$ cat src/rtl/tt_um_tkm_uart_tx.sv
// rtl/tt_um_tkm_uart_tx.sv - TinyTapeout UART transmitter tile (8 data bits, optional even parity, 1 stop bit)
module tt_um_tkm_uart_tx #(
  parameter int CLKS_PER_BIT = 16,
  parameter int PARITY_EN    = 0
) (
  input  logic       clk,
  input  logic       rst_n,
  input  logic       ena,
  input  logic [7:0] ui_in,
  input  logic [7:0] uio_in,
  output logic [7:0] uo_out,
  output logic [7:0] uio_out,
  output logic [7:0] uio_oe
);

  localparam logic [2:0] IDLE   = 3'd0;
  localparam logic [2:0] START  = 3'd1;
  localparam logic [2:0] DATA   = 3'd2;
  localparam logic [2:0] PARITY = 3'd3;
  localparam logic [2:0] STOP   = 3'd4;

  localparam logic [9:0] BAUD_MAX = 10'(CLKS_PER_BIT - 1);

  logic [2:0] state;
  logic [9:0] baud_cnt;
  logic [2:0] bit_cnt;
  logic [7:0] shift;
  logic       parity_bit;
  logic       tx_r;
  logic       ready_r;
  logic [5:0] frames_sent;
  logic       bit_done;
  logic       valid;
  logic       unused_ok;

  assign valid     = uio_in[0];
  assign unused_ok = &{1'b0, uio_in[7:1]};
  assign bit_done  = (baud_cnt == BAUD_MAX);

  always_ff @(posedge clk) begin
    if (!rst_n) begin
      state       <= IDLE;
      baud_cnt    <= '0;
      bit_cnt     <= '0;
      shift       <= '0;
      parity_bit  <= 1'b0;
      tx_r        <= 1'b1;
      ready_r     <= 1'b1;
      frames_sent <= '0;
    end else begin
      case (state)
        IDLE: begin
          tx_r     <= 1'b1;
          ready_r  <= 1'b1;
          baud_cnt <= '0;
          bit_cnt  <= '0;
          if (valid && ena) begin
            state      <= START;
            tx_r       <= 1'b0;
            ready_r    <= 1'b0;
            shift      <= ui_in;
            parity_bit <= ^ui_in;
          end
        end
        START: begin
          if (bit_done) begin
            baud_cnt <= '0;
            state    <= DATA;
            tx_r     <= shift[0];
          end else begin
            baud_cnt <= baud_cnt + 10'd1;
          end
        end
        DATA: begin
          if (bit_done) begin
            baud_cnt <= '0;
            if (bit_cnt == 3'd7) begin
              bit_cnt <= '0;
              if (PARITY_EN != 0) begin
                state <= PARITY;
                tx_r  <= parity_bit;
              end else begin
                state <= STOP;
                tx_r  <= 1'b1;
              end
            end else begin
              // Next data bit is shift[1] because the shift happens on this same edge.
              bit_cnt <= bit_cnt + 3'd1;
              shift   <= {1'b0, shift[7:1]};
              tx_r    <= shift[1];
            end
          end else begin
            baud_cnt <= baud_cnt + 10'd1;
          end
        end
        PARITY: begin
          if (bit_done) begin
            baud_cnt <= '0;
            state    <= STOP;
            tx_r     <= 1'b1;
          end else begin
            baud_cnt <= baud_cnt + 10'd1;
          end
        end
        STOP: begin
          if (bit_done) begin
            baud_cnt    <= '0;
            state       <= IDLE;
            tx_r        <= 1'b1;
            ready_r     <= 1'b1;
            frames_sent <= frames_sent + 6'd1;
          end else begin
            baud_cnt <= baud_cnt + 10'd1;
          end
        end
        default: begin
          state    <= IDLE;
          baud_cnt <= '0;
          bit_cnt  <= '0;
          tx_r     <= 1'b1;
          ready_r  <= 1'b1;
        end
      endcase
    end
  end

  assign uo_out  = {frames_sent, ready_r, tx_r};
  assign uio_out = {5'b0, tx_r, ready_r, 1'b0};
  assign uio_oe  = 8'b0000_0110;

endmodule

$ cat config.mk
export PLATFORM = sky130hd
export DESIGN_NAME = tt_um_tkm_uart_tx
export DESIGN_NICKNAME = d
export VERILOG_FILES = /design/src/rtl/tt_um_tkm_uart_tx.sv
export SDC_FILE = /design/constraint.sdc
export NUM_CORES = 1
export LEC_CHECK = 0
export ABC_AREA = 1
export CORE_AREA = 5 5 77 79
export CTS_CLUSTER_DIAMETER = 120
export CTS_CLUSTER_SIZE = 20
export DETAILED_ROUTE_END_ITERATION = 6
export DIE_AREA = 0 0 82 84
export DONT_BUFFER_PORTS = 1
export HOLD_SLACK_MARGIN = 0.08
export PLACE_DENSITY_LB_ADDON = 0.05
export SYNTH_ARGS = -nofsm -noshare
export SYNTH_HDL_FRONTEND = slang
export SYNTH_SLANG_ARGS = --single-unit
$ cat constraint.sdc
create_clock -name clk -period 1.4 [get_ports clk]
set_input_delay 0.28 -clock clk [delete_from_list [all_inputs] [get_ports clk]]
set_output_delay 0.28 -clock clk [all_outputs]
set_load 0.02 [all_outputs]
# Yosys cells after proc, flatten, opt, wreduce, memory -nomap -nowiden
# Index checks and enable logic that the tools add are counted.
[totals]
output_inout_bits = 24
in_bits = 19
reg_bits = 32
wordCells = 63
[op_classes]
bitwise_logic = 4
n_reduce_logical = 14
mux = 21
addsub = 3
eq_ne = 14
[op_table]
columns = ["op", "count"]
rows = [
  ["2-to-1 mux 3 bit", 8],
  ["2-to-1 mux 8 bit", 3],
  ["one-hot mux 8 bit (2 select lines)", 1],
  ["one-hot mux 3 bit (5 select lines)", 1],
  ["inequality test 2 bit, second input constant", 7],
  ["adder 10 x 1 -> 10 bit, second input constant", 1],
  ["== test 10 x 4 -> 1 bit, second input constant", 1],
  ["OR reduction 3 bit", 3],
  ["adder 6 x 1 -> 6 bit, second input constant", 1],
  ["== test 3 x 2 -> 1 bit, second input constant", 2],
  ["== test 3 bit, second input constant", 2],
  ["one-hot mux 3 bit (2 select lines)", 1],
  ["AND reduction 2 bit", 3],
  ["AND reduction 6 bit", 1],
  ["2-to-1 mux 1 bit", 5],
  ["NOT 1 bit", 4],
  ["one-hot mux 1 bit (4 select lines)", 1],
  ["AND reduction 4 bit", 1],
  ["OR reduction 4 bit", 1],
  ["adder 3 x 1 -> 3 bit, second input constant", 1],
  ["== test 3 x 1 -> 1 bit, second input constant", 1],
  ["zero test 3 bit", 1],
  ["one-hot mux 1 bit (3 select lines)", 1],
  ["AND reduction 3 bit", 1],
  ["4 further kinds", 4],
]

# Depth between registers and ports, before layout
# Gate-level depths: netlist (run 1).
[logic_depth]
depth_word = 4
mapped_depth = 9
ltp_nobuf = 9

# Worst setup path before layout (run 1)
# No wires, ideal clock.
[synth_timing]
path_type = "reg2reg"
start = "register bit_cnt[0]"
end = "register shift[4]"
period_less_slack_ns = 1.418
slack_ns = -0.018
n_path_buf = 1
stages_incl_launch_ff = 10
required_time_ns = 1.285
arrival_ns = 1.303
setup_time_ns = 0.115
cell_sequence = "dfxtp_1 -> ha_1 -> ha_1 -> inv_1 -> nand4_1 -> nand2_2 -> buf_4 -> nand3_1 -> nand2_1 -> nor2_1"
[synth_between]
elab_chain_cells = 3
[synth_rtl]
columns = ["element", "line_no", "text"]
rows = [
  ["from (decl)", "26", "logic [2:0] bit_cnt;"],
  ["from (signal assigned)", "88", "bit_cnt <= bit_cnt + 3'd1;"],
  ["== test 3 bit", "77", "if (bit_cnt == 3'd7) begin"],
  ["inequality test 2 bit (no source line)", "--", ""],
  ["AND reduction 4 bit (no source line)", "--", ""],
  ["to (signal assigned)", "61", "shift <= ui_in;"],
  ["to (signal assigned)", "89", "shift <= {1'b0, shift[7:1]};"],
  ["to (decl)", "27", "logic [7:0] shift;"],
]
# Every way passes these cells.
# A chain may end at the register's enable or synchronous reset.

# Worst setup path after layout (run 1)
[layout_timing]
start = "register bit_cnt[0]"
end = "register bit_cnt[0]"
[layout_between]
elab_chain_cells = 4
word_cells_on_any_way = 5
cone_classes = "add/sub (1); eq/ne (1); mux (3)"
[layout_rtl]
columns = ["element", "line_no", "text"]
rows = [
  ["adder 3 x 1 -> 3 bit or == test 3 bit (tied branches)", "88, 77", ""],
  ["2-to-1 mux 3 bit (*)", "77", ""],
  ["2-to-1 mux 3 bit (*)", "75", "if (bit_done) begin"],
  ["one-hot mux 3 bit (2 select lines) (*)", "51", "case (state)"],
]
# Every way passes the cells marked *; elsewhere a longest branch is shown, timed or not. The select of a mux whose other input is x is not followed.

==> run_results.csv, run 1 <==
group,metric,value,unit
outcome,status,"finished with violations",
outcome,violations,"negative setup slack",
synth,synth_area,1860,um^2
final_layout,drive_above_1_share,27.3,%
floorplan,start_util,35.4,%
setup_path,worst_r2r_endpoint,"bit_cnt[0]",
synth,ys_ff_latch,32,
place,dpl-instance-area,2020,um^2
final_layout,fill_cells,574,
global_routing,overflow,0,
synth,synthTopCellsByCount,"nand2_1, dfxtp_1, inv_1",
sta,hold_viol,0,
sta,slew_violations,0,
global_routing,grt.total_usage,13.5,%
floorplan,die-area,6890,um^2
floorplan,pin_count,43,
setup_path,crit_required,1.61,ns
setup_path,r2r-start,"bit_cnt[0]",
setup_path,crit_path_end_kind,"flop",
floorplan,num_rows,27,
floorplan,dieWidth,82,um
drt,vias,1642,
pwr,powerDensity,1590,nW/um^2
global_routing,antenna_found_initial,0,
hold_path,hold_class,"primary input to flop",
drt,wire_per_inst,11.3,um
sta,tns,-0.0215,ns
place,hpwlAfterDp,2900,um
sta,whs,0.110,ns
synth,synth_flop_cell,"dfxtp_1",
cts,htreeDepth,2,
final_layout,finish.instance_area,2370,um^2
setup_path,arrival,1.63,ns
global_routing,first_global_vias,1590,
final_layout,final_cells,372,
synth,synthDistinctLibCells,27,
place,dp.cells,357,
synth,synthCells,273,
pwr,peakVddDrop,0.648,mV
setup_path,ff2ff_setup_slack,-0.02,ns
final_layout,synthToLayoutAreaGrowth,27.2,%
drt,firstDrtPassIters,4,
place,pre_cts_slack,-0.115,ns
floorplan,coreArea,5270,um^2
final_layout,diodes,0,
pwr,p_leak,1.09,nW
sta,min_period,1.42,ns
drt,drc,0,
setup_path,r2r.worst_path.cells,9,
sta,fmax,703,MHz
cts,cts_tree,"yes",
sta,fin_ws,-0.0215,ns
synth,synthTopCellsByArea,"dfxtp_1, nand2_1, buf_4",
setup_path,cp_max_fo,2,
synth,ys_warn_count,0,
synth,syn_avg_cell_area,6.83,um^2
cts,clk_pin_slew,0.07,ns
final_layout,utilization,45.0,%
pwr,total_power,3.78,mW
synth,yosys.area.top_type,"dfxtp_1",
sta,fin_crit_sh,102,%
final_layout,final_nets,323,
setup_path,startpoint,"bit_cnt[0]",
synth,netlist.area_leader.share,34.4,%
cts,cts.path.max_buffers,2,
place,gp_congestion,0.757,
drt,ant_nets,0,
drt,drt_iter0_drc,43,
cts,cts_buffers,5,
setup_path,setup.worst_path.end,"bit_cnt[0]",
cts,clk_latency,0.28,ns
drt,via_per_inst,4.41,
sta,fin_skew,0.00618,ns
sta,rsz0062_at_grt,"true",
setup_path,worst-setup-path-type,"flop to flop",
cts,numClockSinks,32,
global_routing,grt_start_max_net_pins,19,
setup_path,crit_path_start_kind,"flop",
synth,synth.most_common_cell,"nand2_1",
synth,yosysSeqAreaShare,34.4,%
cts,clock-root-buffer,"clkbuf_8",
drt,wirelength,4190,um
synth,synth-edff-count,0,
sta,setup_viol_count_final,1,
synth,async_flop_share,0,%
run,drv_cap,0,
place,portBuffers,0,
global_routing,grt_pass1_wl,7260,um
floorplan,die_h,84,um
flip-flops by register name, summed over array words and instances (netlist names):
signal / flops
state: 3
ready_r: 1
bit_cnt: 3
tx_r: 1
baud_cnt: 10
shift: 8
frames_sent: 6
layout by cell type, fill, tap and decap left out, types with 3 or more instances in the layout:
cell type  netlist  final
nand2_1         74     70
nor2_1          28     27
dfxtp_1         32     27
inv_1           29     26
buf_4           19     23
a21oi_1         23     19
nand3_1         20     14
conb_1           2     14
clkbuf_8         0      7
inv_2            5      6
nand2_2          3      6
nand3_2          1      6
nand4_1          5      5
dfxtp_2          0      5
nand3_4          3      4
xor2_1           4      4
a21oi_2          0      4
o21ai_0          4      3
nor2_4           1      3
nand2_8          0      3
ha_4             0      3
buf_12           0      3
power by group:
part	switching, mW	leakage [nW]	internal [mW]	total [mW]
clock	0.342	0.0503	0.438	0.780
sequential	0.234	0.263	1.13	1.37
combinational	0.892	0.779	0.740	1.63
how the worst min path moves through the flow:
stage,from,endpoint,slack [ns],cells after the start
6_report,rst_n,shift[7],0.11,2
5_1_grt,rst_n,shift[7],0.1,2
4_1_cts,rst_n,shift[7],0.1,2
3_5_place_dp,rst_n,ready_r,0.37,1
3_3_place_gp,rst_n,ready_r,0.37,1
2_1_floorplan,baud_cnt[0],baud_cnt[0],0.42,1
layout make-up:
type	instances	area [um^2]	area share, %
Multi-Input combinational cell	197	1130	47.6
Timing Repair Buffer	29	265	11.2
Tap cell	72	90.1	3.80
Clock buffer	7	96.3	4.06
Inverter	35	144	6.07
Sequential cell	32	647	27.3
critical path: stages (launching register included):
cell	delay, ns
dfxtp_2	0.34
ha_4	0.16
ha_4	0.15
inv_2	0.05
nand4_1	0.11
buf_4	0.17
or2_1	0.20
nand3_1	0.06
nand2_1	0.05
nor2_1	0.08
timing repair:
item / 4_1_cts / 5_1_grt
endpoints found under the hold margin: 1 / 0
pin swaps: 6 / 15
setup endpoints to repair: 20 / 26
gates resized for setup: 12 / 31
hold buffers: 1 / 0
cloned: 2 / 0
buffers inserted: 2 / 3
cells by family (layout without fill, tap and decap cells):
group | after synthesis | after routing | synth area share, %
other cells | 2 | 14 | 0.403
xor+xnor | 6 | 6 | 2.82
simple gates | 144 | 146 | 36.0
compound gates | 27 | 27 | 7.25
flops | 32 | 32 | 34.4
fa+ha+maj | 4 | 4 | 2.68
buf+inv | 58 | 71 | 16.4
per-layer routing:
| layer | GRT usage [%] | vias up | share of wire [%] |
|---|---|---|---|
| met2 | 22.2 | 30 | 49 |
| met3 | 3.56 | 6 | 4.3 |
| li1 | - | 876 | - |
| met4 | 5.44 | 0 | 1.8 |
| met1 | 16.4 | 730 | 45 |
| met5 | 0 | - | 0 |
No activity file was read; power rests on OpenSTA's default activity.
==> run 2, diff against run 1 <==
--- a/config.mk
+++ b/config.mk
@@ -12,6 +12,7 @@
 export DETAILED_ROUTE_END_ITERATION = 6
 export DIE_AREA = 0 0 82 84
 export DONT_BUFFER_PORTS = 1
+export GPL_TIMING_DRIVEN = 0
 export HOLD_SLACK_MARGIN = 0.08
 export PLACE_DENSITY_LB_ADDON = 0.05
 export SYNTH_ARGS = -nofsm -noshare
==> run 2 against run 1 <==
Net effect: the flow still finishes with violations (negative setup slack); design area grew 0.58%; maximum frequency shrank 2.2%; highest routed layer unchanged; die area is the same; global-route usage shrank 1.2 points; final cell count grew 0.81%.
==> run_results.csv, run 2 (synthesized netlist as in run 1, its figures left out) <==
group,metric,value,unit
pwr,total_power,3.86,mW
sta,fin_skew,0.00372,ns
sta,fmax,688,MHz
floorplan,num_rows,27,
global_routing,grt.total_usage,12.3,%
drt,vias,1632,
floorplan,die-area,6890,um^2
final_layout,final_nets,325,
sta,slew_headroom,62.7,%
sta,hold_viol,0,
pwr,clkPwrFrac,25.3,%
setup_path,arrival,1.63,ns
sta,fin_crit_sh,104,%
drt,drc,0,
sta,whs,0.231,ns
setup_path,cp_cell_sequence,"ha_4, ha_4, inv_2, nand4_1, nand2_2, buf_6, nand3_2, nand2_2, nor2_2",
final_layout,diodes,0,
sta,fin_ws,-0.0542,ns
sta,rsz0062_at_grt,"true",
final_layout,final_cell_mix,"nand2_1, nor2_1, inv_1, dfxtp_1, buf_4",
final_layout,synthToLayoutAreaGrowth,27.9,%
setup_path,worst-setup-path-type,"flop to flop",
run,drv_cap,0,
drt,wirelength,3980,um
pwr,p_leak,1.13,nW
drt,drt_iter0_drc,49,
final_layout,finish.instance_area,2380,um^2
outcome,status,"finished with violations",
cts,htreeDepth,2,
pwr,power.switching,1.43,mW
floorplan,coreArea,5270,um^2
pwr,peakVddDrop,0.781,mV
setup_path,crit_required,1.58,ns
setup_path,cp_max_fo,6,
pwr,powerDensity,1620,nW/um^2
floorplan,die_h,84,um
setup_path,crit_family,"simple AND/OR/NAND/NOR gates",
place,dpl-instance-area,2000,um^2
pwr,combPwrFrac,41.1,%
cts,cts_buffers,5,
cts,cts.path.max_buffers,2,
setup_path,max_stage_delay,0.34,ns
final_layout,drive_above_1_share,29.7,%
global_routing,grt_pass1_wl,6610,um
final_layout,regMostFlops,"baud_cnt",
pwr,seqPwrFrac,33.6,%
sta,min_period,1.45,ns
place,portBuffers,0,
cts,clk_latency,0.28,ns
cts,clk_pin_slew,0.07,ns
final_layout,final_cells,375,
setup_path,crit_path_start_kind,"flop",
setup_path,slowest_stage,"dfxtp_2",
floorplan,dieWidth,82,um
pwr,p_int,2.43,mW
global_routing,first_global_vias,1526,
final_layout,mostFrequentLayoutCell,"nand2_1",
drt,firstDrtPassIters,4,
setup_path,cp_num_buf_inv,2,
place,hpwlAfterDp,2830,um
place,gp_congestion,0.765,
final_layout,largest_reg_flops,10,
global_routing,overflow,0,
cts,cts_tree,"yes",
cts,clock-root-buffer,"clkbuf_8",
cts,cts_hold_buf,0,
cts,numClockSinks,32,
sta,worst_pin_slew,0.560,ns
pwr,switching_share,37.0,%
global_routing,antenna_found_initial,0,
floorplan,start_util,35.4,%
setup_path,crit_path_end_kind,"flop",
sta,slew_violations,0,
sta,setup_viol_count_final,12,
drt,via_per_inst,4.35,
drt,wire_per_inst,10.6,um
outcome,violations,"negative setup slack",
place,dp.cells,357,
global_routing,grt_start_max_net_pins,11,
drt,ant_nets,0,
final_layout,largestRegisters,"baud_cnt x10, shift x8, frames_sent x6",
hold_path,hold_class,"primary input to flop",
floorplan,pin_count,43,
run 2: changes by cell type in the layout (fill, tap and decap cells not counted), moves of 3 or more:
cell	before	now
nand3_1	14	11
nand2_2	6	9
nand3_2	6	9
nand2_1	70	67
buf_12	3	0
nand2_8	3	0
run 2: power by group through the flow:
stage	Clock, mW	Sequential [mW]	Combinational, mW
5_1_grt	1.05	1.33	1.82
3_3_place_gp	0	1.28	1.36
4_1_cts	1.01	1.29	1.47
2_1_floorplan	0	1.25	1.15
3_5_place_dp	0	1.28	1.35
6_report	0.976	1.30	1.59
run 2: final timing paths:
| path | depth (start not counted) | end | slack [ns] | from |
|---|---|---|---|---|
| worst max-delay path | 9 | shift[4] | -0.05 | bit_cnt[0] |
| worst min-delay path | 4 | shift[7] | 0.23 | ui_in[7] |
| worst max register to register | 9 | shift[4] | -0.05 | bit_cnt[0] |
| worst min register to register | 2 | shift[3] | 0.47 | shift[3] |
run 2: timing repair:
action,in CTS,in global routing
setup buffers,5,3
endpoints found under the setup margin,19,21
pin swaps,10,15
resized for setup,19,25
gates cloned,1,1
run 2: metal layers:
metal	up-vias	wire length [um]	GRT usage, %
met4	0	48	3.63
met2	27	1950	20.2
li1	880	-	-
met1	721	1800	14.5
met3	4	180	4.75
met5	-	0	0
run 2: tightest hold or removal path: stages:
cell and delay [ns]:
nand2_1 0.03, inv_1 0.04, nor2_1 0.04, nor2_1 0.08
run 2: area by class of cell:
class / count / area [um^2]
fillers: 572 / 2890
multi-input cells: 195 / 1100
flip-flops and latches: 32 / 647
plain buffers: 23 / 184
inverters: 35 / 136
repair buffers: 10 / 100
clock buffers: 7 / 96.3
well taps: 72 / 90.1
clock inverters: 1 / 30.0
run 2: per-stage QoR:
stage	setup WS (ns)	setup TNS [ns]	utilization, %
finish	-0.0542	-0.367	45.3
global route	-0.168	-2.23	45.3
CTS	-0.0725	-0.517	42.7
detailed placement	-0.199	-1.86	38.0
global placement	-0.218	-1.98	38.0
floorplan	0.00999	0	-
==> run 3, diff against run 2 <==
--- a/config.mk
+++ b/config.mk
@@ -13,8 +13,8 @@
 export DIE_AREA = 0 0 82 84
 export DONT_BUFFER_PORTS = 1
 export GPL_TIMING_DRIVEN = 0
-export HOLD_SLACK_MARGIN = 0.08
 export PLACE_DENSITY_LB_ADDON = 0.05
+export SKIP_LAST_GASP = 1
 export SYNTH_ARGS = -nofsm -noshare
 export SYNTH_HDL_FRONTEND = slang
 export SYNTH_SLANG_ARGS = --single-unit
==> run 3 against run 2 <==
Net effect: the flow still finishes with violations (negative setup slack); largest cell class unchanged; clock-buffer cell count unchanged; final cell count unchanged; non-clock buffer count is the same; clock skew about the same; die area stayed put; worst setup slack is essentially flat.
==> run_results.csv, run 3 (synthesized netlist as in run 1, its figures left out) <==
group,metric,value,unit
outcome,status,"finished with violations",
outcome,violations,"negative setup slack",
setup_path,worst-setup-path-type,"flop to flop",
floorplan,dieWidth,82,um
pwr,powerDensity,1620,nW/um^2
setup_path,cp_cell_sequence,"ha_4, ha_4, inv_2, nand4_1, nand2_2, buf_6, nand3_2, nand2_2, nor2_2",
sta,slew_headroom,64.8,%
cts,clk_latency,0.28,ns
floorplan,start_util,35.4,%
final_layout,utilization,45.1,%
setup_path,crit_path_start_kind,"flop",
floorplan,die_h,84,um
global_routing,antenna_found_initial,0,
floorplan,die-area,6890,um^2
pwr,p_leak,1.12,nW
sta,fin_skew,0.00388,ns
place,pre_cts_slack,-0.199,ns
final_layout,final_nets,325,
cts,cts_hold_buf,0,
final_layout,largestRegisters,"baud_cnt x10, shift x8, frames_sent x6",
sta,slew_violations,0,
sta,fmax,688,MHz
setup_path,cp_num_buf_inv,2,
place,gp_congestion,0.765,
setup_path,crit_family,"simple AND/OR/NAND/NOR gates",
sta,rsz0062_at_grt,"true",
sta,hold_viol,0,
cts,htreeDepth,2,
drt,drc,0,
floorplan,num_rows,27,
place,dpl-instance-area,2000,um^2
sta,worst_pin_slew,0.529,ns
global_routing,grt_pass1_wl,6610,um
floorplan,coreArea,5270,um^2
drt,via_per_inst,4.35,
cts,cts_tree,"yes",
sta,min_period,1.45,ns
pwr,total_power,3.84,mW
drt,wirelength,3990,um
setup_path,crit_path_end_kind,"flop",
setup_path,max_stage_delay,0.34,ns
drt,wire_per_inst,10.7,um
final_layout,regMostFlops,"baud_cnt",
setup_path,cp_max_fo,6,
drt,ant_nets,0,
cts,clock-root-buffer,"clkbuf_8",
final_layout,drive_above_1_share,29.0,%
pwr,peakVddDrop,0.780,mV
setup_path,slowest_stage,"dfxtp_2",
cts,clk_pin_slew,0.07,ns
place,hpwlAfterDp,2830,um
global_routing,grt_start_max_net_pins,11,
final_layout,diodes,0,
final_layout,largest_reg_flops,10,
cts,cts_buffers,5,
final_layout,finish.instance_area,2380,um^2
global_routing,first_global_vias,1526,
sta,setup_viol_count_final,12,
cts,numClockSinks,32,
final_layout,synthToLayoutAreaGrowth,27.5,%
drt,drt_iter0_drc,58,
place,portBuffers,0,
global_routing,overflow,0,
floorplan,pin_count,43,
drt,vias,1631,
sta,fin_ws,-0.0538,ns
final_layout,final_cell_mix,"nand2_1, nor2_1, inv_1, dfxtp_1, buf_4",
final_layout,mostFrequentLayoutCell,"nand2_1",
hold_path,hold_class,"primary input to flop",
setup_path,arrival,1.63,ns
sta,tns,-0.355,ns
cts,cts.path.max_buffers,2,
drt,firstDrtPassIters,6,
setup_path,crit_required,1.58,ns
sta,fin_crit_sh,104,%
global_routing,grt.total_usage,12.3,%
run,drv_cap,0,
[run 3: cell count changes in the layout (fill, tap and decap cells not counted)]
cell,before,now
nand2_1,67,68
nand3_1,11,12
nand3_2,9,8
nand2_2,9,8
[run 3: repair_timing]
item / in CTS / in global routing
endpoints found under the setup margin: 19 / 21
setup buffers: 5 / 3
resized for setup: 19 / 23
pin swaps: 10 / 14
hold endpoints to repair: 0 / 0
gates cloned: 1 / 1
[run 3: layer usage]
metal | wire length [um] | part of all wire (%) | track usage [%]
met1 | 1790 | 45 | 14.5
met2 | 1970 | 49 | 20.2
met3 | 181 | 4.5 | 4.75
met4 | 48 | 1.2 | 3.63
met5 | 0 | 0 | 0
[run 3: metrics by stage]
| stage | std cells | hold slack (ns) |
|---|---|---|
| after CTS | 371 | 0.227 |
| after global routing | 375 | 0.228 |
| after floorplan | 285 | 0.418 |
| after detailed placement | 357 | 0.434 |
| final | 375 | 0.232 |
| after global placement | 357 | 0.429 |
[run 3: tightest hold or removal path, cell delays in order]
cell,delay (ns)
nand2_1,0.03
inv_1,0.04
nor2_1,0.04
nor2_1,0.08
[run 3: path summary, 6_finish.rpt]
kind	startpoint	endpoint	slack, ns	cells past startpoint
worst max-delay path	bit_cnt[0]	shift[4]	-0.05	9
worst min-delay path	ui_in[7]	shift[7]	0.23	4
worst max register to register	bit_cnt[0]	shift[4]	-0.05	9
worst min register to register	shift[3]	shift[3]	0.47	2
[run 3: layout make-up]
type / instances / area (um^2)
plain buffers: 23 / 184
repair buffers: 10 / 100
inverters: 35 / 136
clock buffers: 7 / 96.3
well taps: 72 / 90.1
clock inverters: 1 / 30.0
flip-flops and latches: 32 / 647
multi-input cells: 195 / 1090
fillers: 571 / 2890
[run 3: power breakdown]
group / internal, mW / total, mW / switching, mW
sequential: 1.13 / 1.30 / 0.166
combinational: 0.667 / 1.57 / 0.905
clock: 0.628 / 0.974 / 0.346
==> RTL change 1: new RTL, config.mk and constraints of run 2 <==
Register the inputs `ena`, `ui_in` and `uio_in` before use, with the module's reset. The logic sees them one clock later.
--- a/src/rtl/tt_um_tkm_uart_tx.sv
+++ b/src/rtl/tt_um_tkm_uart_tx.sv
@@ -21,6 +21,22 @@
 
   localparam logic [9:0] BAUD_MAX = 10'(CLKS_PER_BIT - 1);
 
+  logic ena_q;
+  logic [7:0] ui_q;
+  logic [7:0] uio_q;
+
+  always_ff @(posedge clk) begin
+    if (!rst_n) begin
+      ena_q <= '0;
+      ui_q  <= '0;
+      uio_q <= '0;
+    end else begin
+      ena_q <= ena;
+      ui_q  <= ui_in;
+      uio_q <= uio_in;
+    end
+  end
+
   logic [2:0] state;
   logic [9:0] baud_cnt;
   logic [2:0] bit_cnt;
@@ -33,8 +49,8 @@
   logic       valid;
   logic       unused_ok;
 
-  assign valid     = uio_in[0];
-  assign unused_ok = &{1'b0, uio_in[7:1]};
+  assign valid     = uio_q[0];
+  assign unused_ok = &{1'b0, uio_q[7:1]};
   assign bit_done  = (baud_cnt == BAUD_MAX);
 
   always_ff @(posedge clk) begin
@@ -54,12 +70,12 @@
           ready_r  <= 1'b1;
           baud_cnt <= '0;
           bit_cnt  <= '0;
-          if (valid && ena) begin
+          if (valid && ena_q) begin
             state      <= START;
             tx_r       <= 1'b0;
             ready_r    <= 1'b0;
-            shift      <= ui_in;
-            parity_bit <= ^ui_in;
+            shift      <= ui_q;
+            parity_bit <= ^ui_q;
           end
         end
         START: begin
Formal check against the unedited RTL: not equivalent (Yosys sat finds a counterexample within 4 cycles, from zero or initial values and one cycle with rst_n low).
==> RTL change 1 against run 2 <==
The run still ends with setup timing left. Critical path depth did not move. Cell area rose by 15%. Synthesized area rose by 14%. Routed wire length rose by 11%. Sequential cell count rose by 10. Worst setup slack got worse by 0.017 ns. Die area did not move. Critical path type unchanged.
Power is not compared: it rests on default switching activity, and its combinational part moved more than twofold at a synthesized area within 25%.
==> RTL change 1: results (changes against run 2) <==
* Status: complete, but fails checks
* Violated checks: setup timing
* Met2 Use GR at 0.224 (+0.0220)
* Post-DP Area at 0.00226 mm^2 (+13%)
* Min-delay src: ui_in[3]
* Root Driver: clkbuf_8
* Setup TNS at -0.231 ns (+0.136 ns)
* Met1 global-route usage at 0.169 (+0.0241)
* Distinct cells, synth at 31 (+15%)
* GRT met3 Usage at 0.0367 (-0.0108)
* First-pass GRT wire length at 7390 um (+12%)
* Routed wl met3 at 184 um (+2.2%)
* Top post-synthesis cells by area: dfxtp_1 (40%), nand2_1 (14%), buf_4 (6.4%)
* Final setup fails at 8 (-4)
* Hold path depth at 2 (-2)
* Layout net count at 347 (+6.8%)
* Pre-CTS WS at -0.183 ns (+0.0168 ns)
* Largest regs: baud_cnt (10), shift (8), ui_q (8)
* GP Congestion at 0.785 (+2.5%)
* Dpl hpwl at 2910 um (+2.7%)
* Setup ws final at -0.0716 ns (-0.0174 ns)
* Crit path capture: bit_cnt[0]
* Top cells by count, synth: nand2_1 (78), dfxtp_1 (42), inv_1 (29)
* Share of cells above drive strength 1 at 0.342 (+0.0445)
* Met2 Routed Length at 2300 um (+17%)
* Clock Power Share at 0.391
* Starting DRC count in detailed routing at 53 (+8.2%)
* Post_cts resized at 18 (-1)
* Wl on met1 at 1910 um (+6.0%)
* Sequential element share of the synthesized area at 0.396 (+0.0519)
* Via count at 1767 (+8.3%)
* Placed insts at 368 (+3.1%)
* Gr usage total at 0.135 (+0.0123)
* Clk_skew at 0.00748 ns (+0.00376 ns)
* Setup bufs post-CTS at 8 (+3)
RTL change 1: cell families (layout without fill, tap and decap cells):
kind of cell	Yosys count	in the layout	synth area share
buffers and inverters	57	85	0.142
other	2	14	0.00353
AOI/OAI and AO/OA	26	26	0.0700
xor gates and xnor gates	5	5	0.0206
DFF	42	42	0.396
and+or+nand+nor	148	149	0.344
adders and majority gates	4	4	0.0235
RTL change 1: worst min path at each step:
stage / end / slack, ns
2_1_floorplan: ena_q / 0.38
3_3_place_gp: ui_q[3] / 0.38
3_5_place_dp: ena_q / 0.38
4_1_cts: ui_q[3] / 0.08
5_1_grt: ui_q[3] / 0.09
6_report: ui_q[3] / 0.09
RTL change 1: final cells by class:
class	count	area (um^2)
Buffer	23	170
Clock buffer	7	76.3
Clock inverter	1	30.0
Fill cell	554	2520
Inverter	34	138
Multi-Input combinational cell	198	1200
Sequential cell	42	851
Tap cell	72	90.1
Timing Repair Buffer	20	188
==> RTL change 2: new RTL, settings of run 2 <==
Made on the original files. Set the parameter `PARITY_EN` to 1 (it was 0).
--- a/src/rtl/tt_um_tkm_uart_tx.sv
+++ b/src/rtl/tt_um_tkm_uart_tx.sv
@@ -1,7 +1,7 @@
 // rtl/tt_um_tkm_uart_tx.sv - TinyTapeout UART transmitter tile (8 data bits, optional even parity, 1 stop bit)
 module tt_um_tkm_uart_tx #(
   parameter int CLKS_PER_BIT = 16,
-  parameter int PARITY_EN    = 0
+  parameter int PARITY_EN    = 1
 ) (
   input  logic       clk,
   input  logic       rst_n,
Behaviour: no difference found for any inputs over 10 cycles, from zero or initial values and one cycle with rst_n low; that may be too few to reach the edited logic, so the function may still have changed.
==> RTL change 2 against run 2 <==
Largest power group unchanged. Largest cell class unchanged. Sequential cell count grew 1. Synthesized area grew 8.9%. Worst setup slack gained 0.11 ns. Cell area grew 3.2%. Power up 11%. Sequential share of layout area rose by 0.074 points. Global-route usage increased by 0.49 points. Non-clock buffer count is 1 lower. Critical path type unchanged. Routed wire length grew 5.1%.
==> RTL change 2: results (changes against run 2) <==
* DRT Wirelength at 4190 um (+5.1%)
* Multi-input gate area at 0.00123 mm^2 (+11%)
* Mapped cell area at 0.00203 mm^2 (+8.9%)
* Leak Pwr at 1.09 nW (-3.4%)
* Maximum fanout along the worst path at 3 (-3)
* Pre-CTS WS at -0.0866 ns (+0.113 ns)
* Crit path capture: baud_cnt[6]
* CP arrival at 1.56 ns (-0.07 ns)
* Seq cells at 33 (+3.1%)
* Dpl hpwl at 3030 um (+7.1%)
* Fmax achieved at 745 MHz (+8.4%)
* NonClk Buf Share at 0.0991 (-0.0200)
* Distinct cells, synth at 30 (+11%)
* Met2 Use GR at 0.206 (+0.00441)
* First-pass GRT wire length at 6950 um (+5.1%)
* Layout net count at 347 (+6.8%)
* Met1 global-route usage at 0.153 (+0.00894)
* Slew headroom at 0.622 (-0.00449)
* Top post-synthesis cells by area: dfxtp_1 (33%), nand2_1 (17%), buf_4 (7.0%)
* Vias in the first global route at 1582 (+3.7%)
* Flop2flop setup slack at 0.06 ns (+0.11 ns)
* Gr usage total at 0.128 (+0.00490)
* Final cell area excluding filler cells at 0.00246 mm^2 (+3.2%)
* GRT met3 Usage at 0.0443 (-0.00324)
* Clock network area share at 0.0473 (-0.00571)
* Logic inverters at 30 (-14%)
* Sequential element share of the synthesized area at 0.325 (-0.0183)
* Status: complete, no violations
* Fraction of area in registers at 0.272 (+0.000740)
* VDD IR max at 644 uV (-18%)
* Via count at 1786 (+9.4%)
* GP Congestion at 0.760 (-0.74%)
* Starting DRC count in detailed routing at 44 (-10%)
-- RTL change 2: repair_timing --
action / CTS / global route
setup endpoints to repair: 18 / 29
setup buffers: 2 / 6
gates resized for setup: 10 / 21
pin swaps: 2 / 10
gates cloned: 1 / 0
-- RTL change 2: worst min path at each step --
stage          slack, ns  cells after the start          end         from
2_1_floorplan       0.42                      1  baud_cnt[0]  baud_cnt[0]
3_3_place_gp        0.44                      1  baud_cnt[0]  baud_cnt[0]
3_5_place_dp        0.44                      2     shift[7]     ui_in[7]
4_1_cts             0.13                      2     shift[7]     ui_in[7]
5_1_grt             0.15                      2     shift[7]     ui_in[7]
6_report            0.14                      2     shift[7]     ui_in[7]
-- RTL change 2: metal layers --
layer	part of all wire	wire (um)
met2	0.46	1910
met4	0.018	74
met5	0	0
met3	0.063	262
met1	0.46	1940
-- RTL change 2: report_power, final --
part / leakage [nW] / switching [W] / internal, W
sequential: 0.271 / 0.000174 / 0.00114
combinational: 0.761 / 0.00121 / 0.000816
clock: 0.0585 / 0.000359 / 0.000580
-- RTL change 2: worst max-delay path, cell delays in order, from the launching register on --
cell	delay [ns]
dfxtp_2	0.35
ha_4	0.16
nand2_2	0.06
nor3_2	0.22
inv_1	0.09
or2_2	0.28
a21oi_2	0.11
-- RTL change 2: stage by stage --
step / cells / power [W]
2_1_floorplan: 308 / 0.00281
3_3_place_gp: 380 / 0.00313
3_5_place_dp: 380 / 0.00312
4_1_cts: 391 / 0.00418
5_1_grt: 397 / 0.00464
6_report: 397 / 0.00428
-- RTL change 2: cells by family after synthesis --
kind of cell	synth area share
DFF	0.325
buffers and inverters	0.140
and+or+nand+nor	0.388
adders and majority gates	0.0246
xor gates and xnor gates	0.0431
AOI/OAI and AO/OA	0.0752
other	0.00370
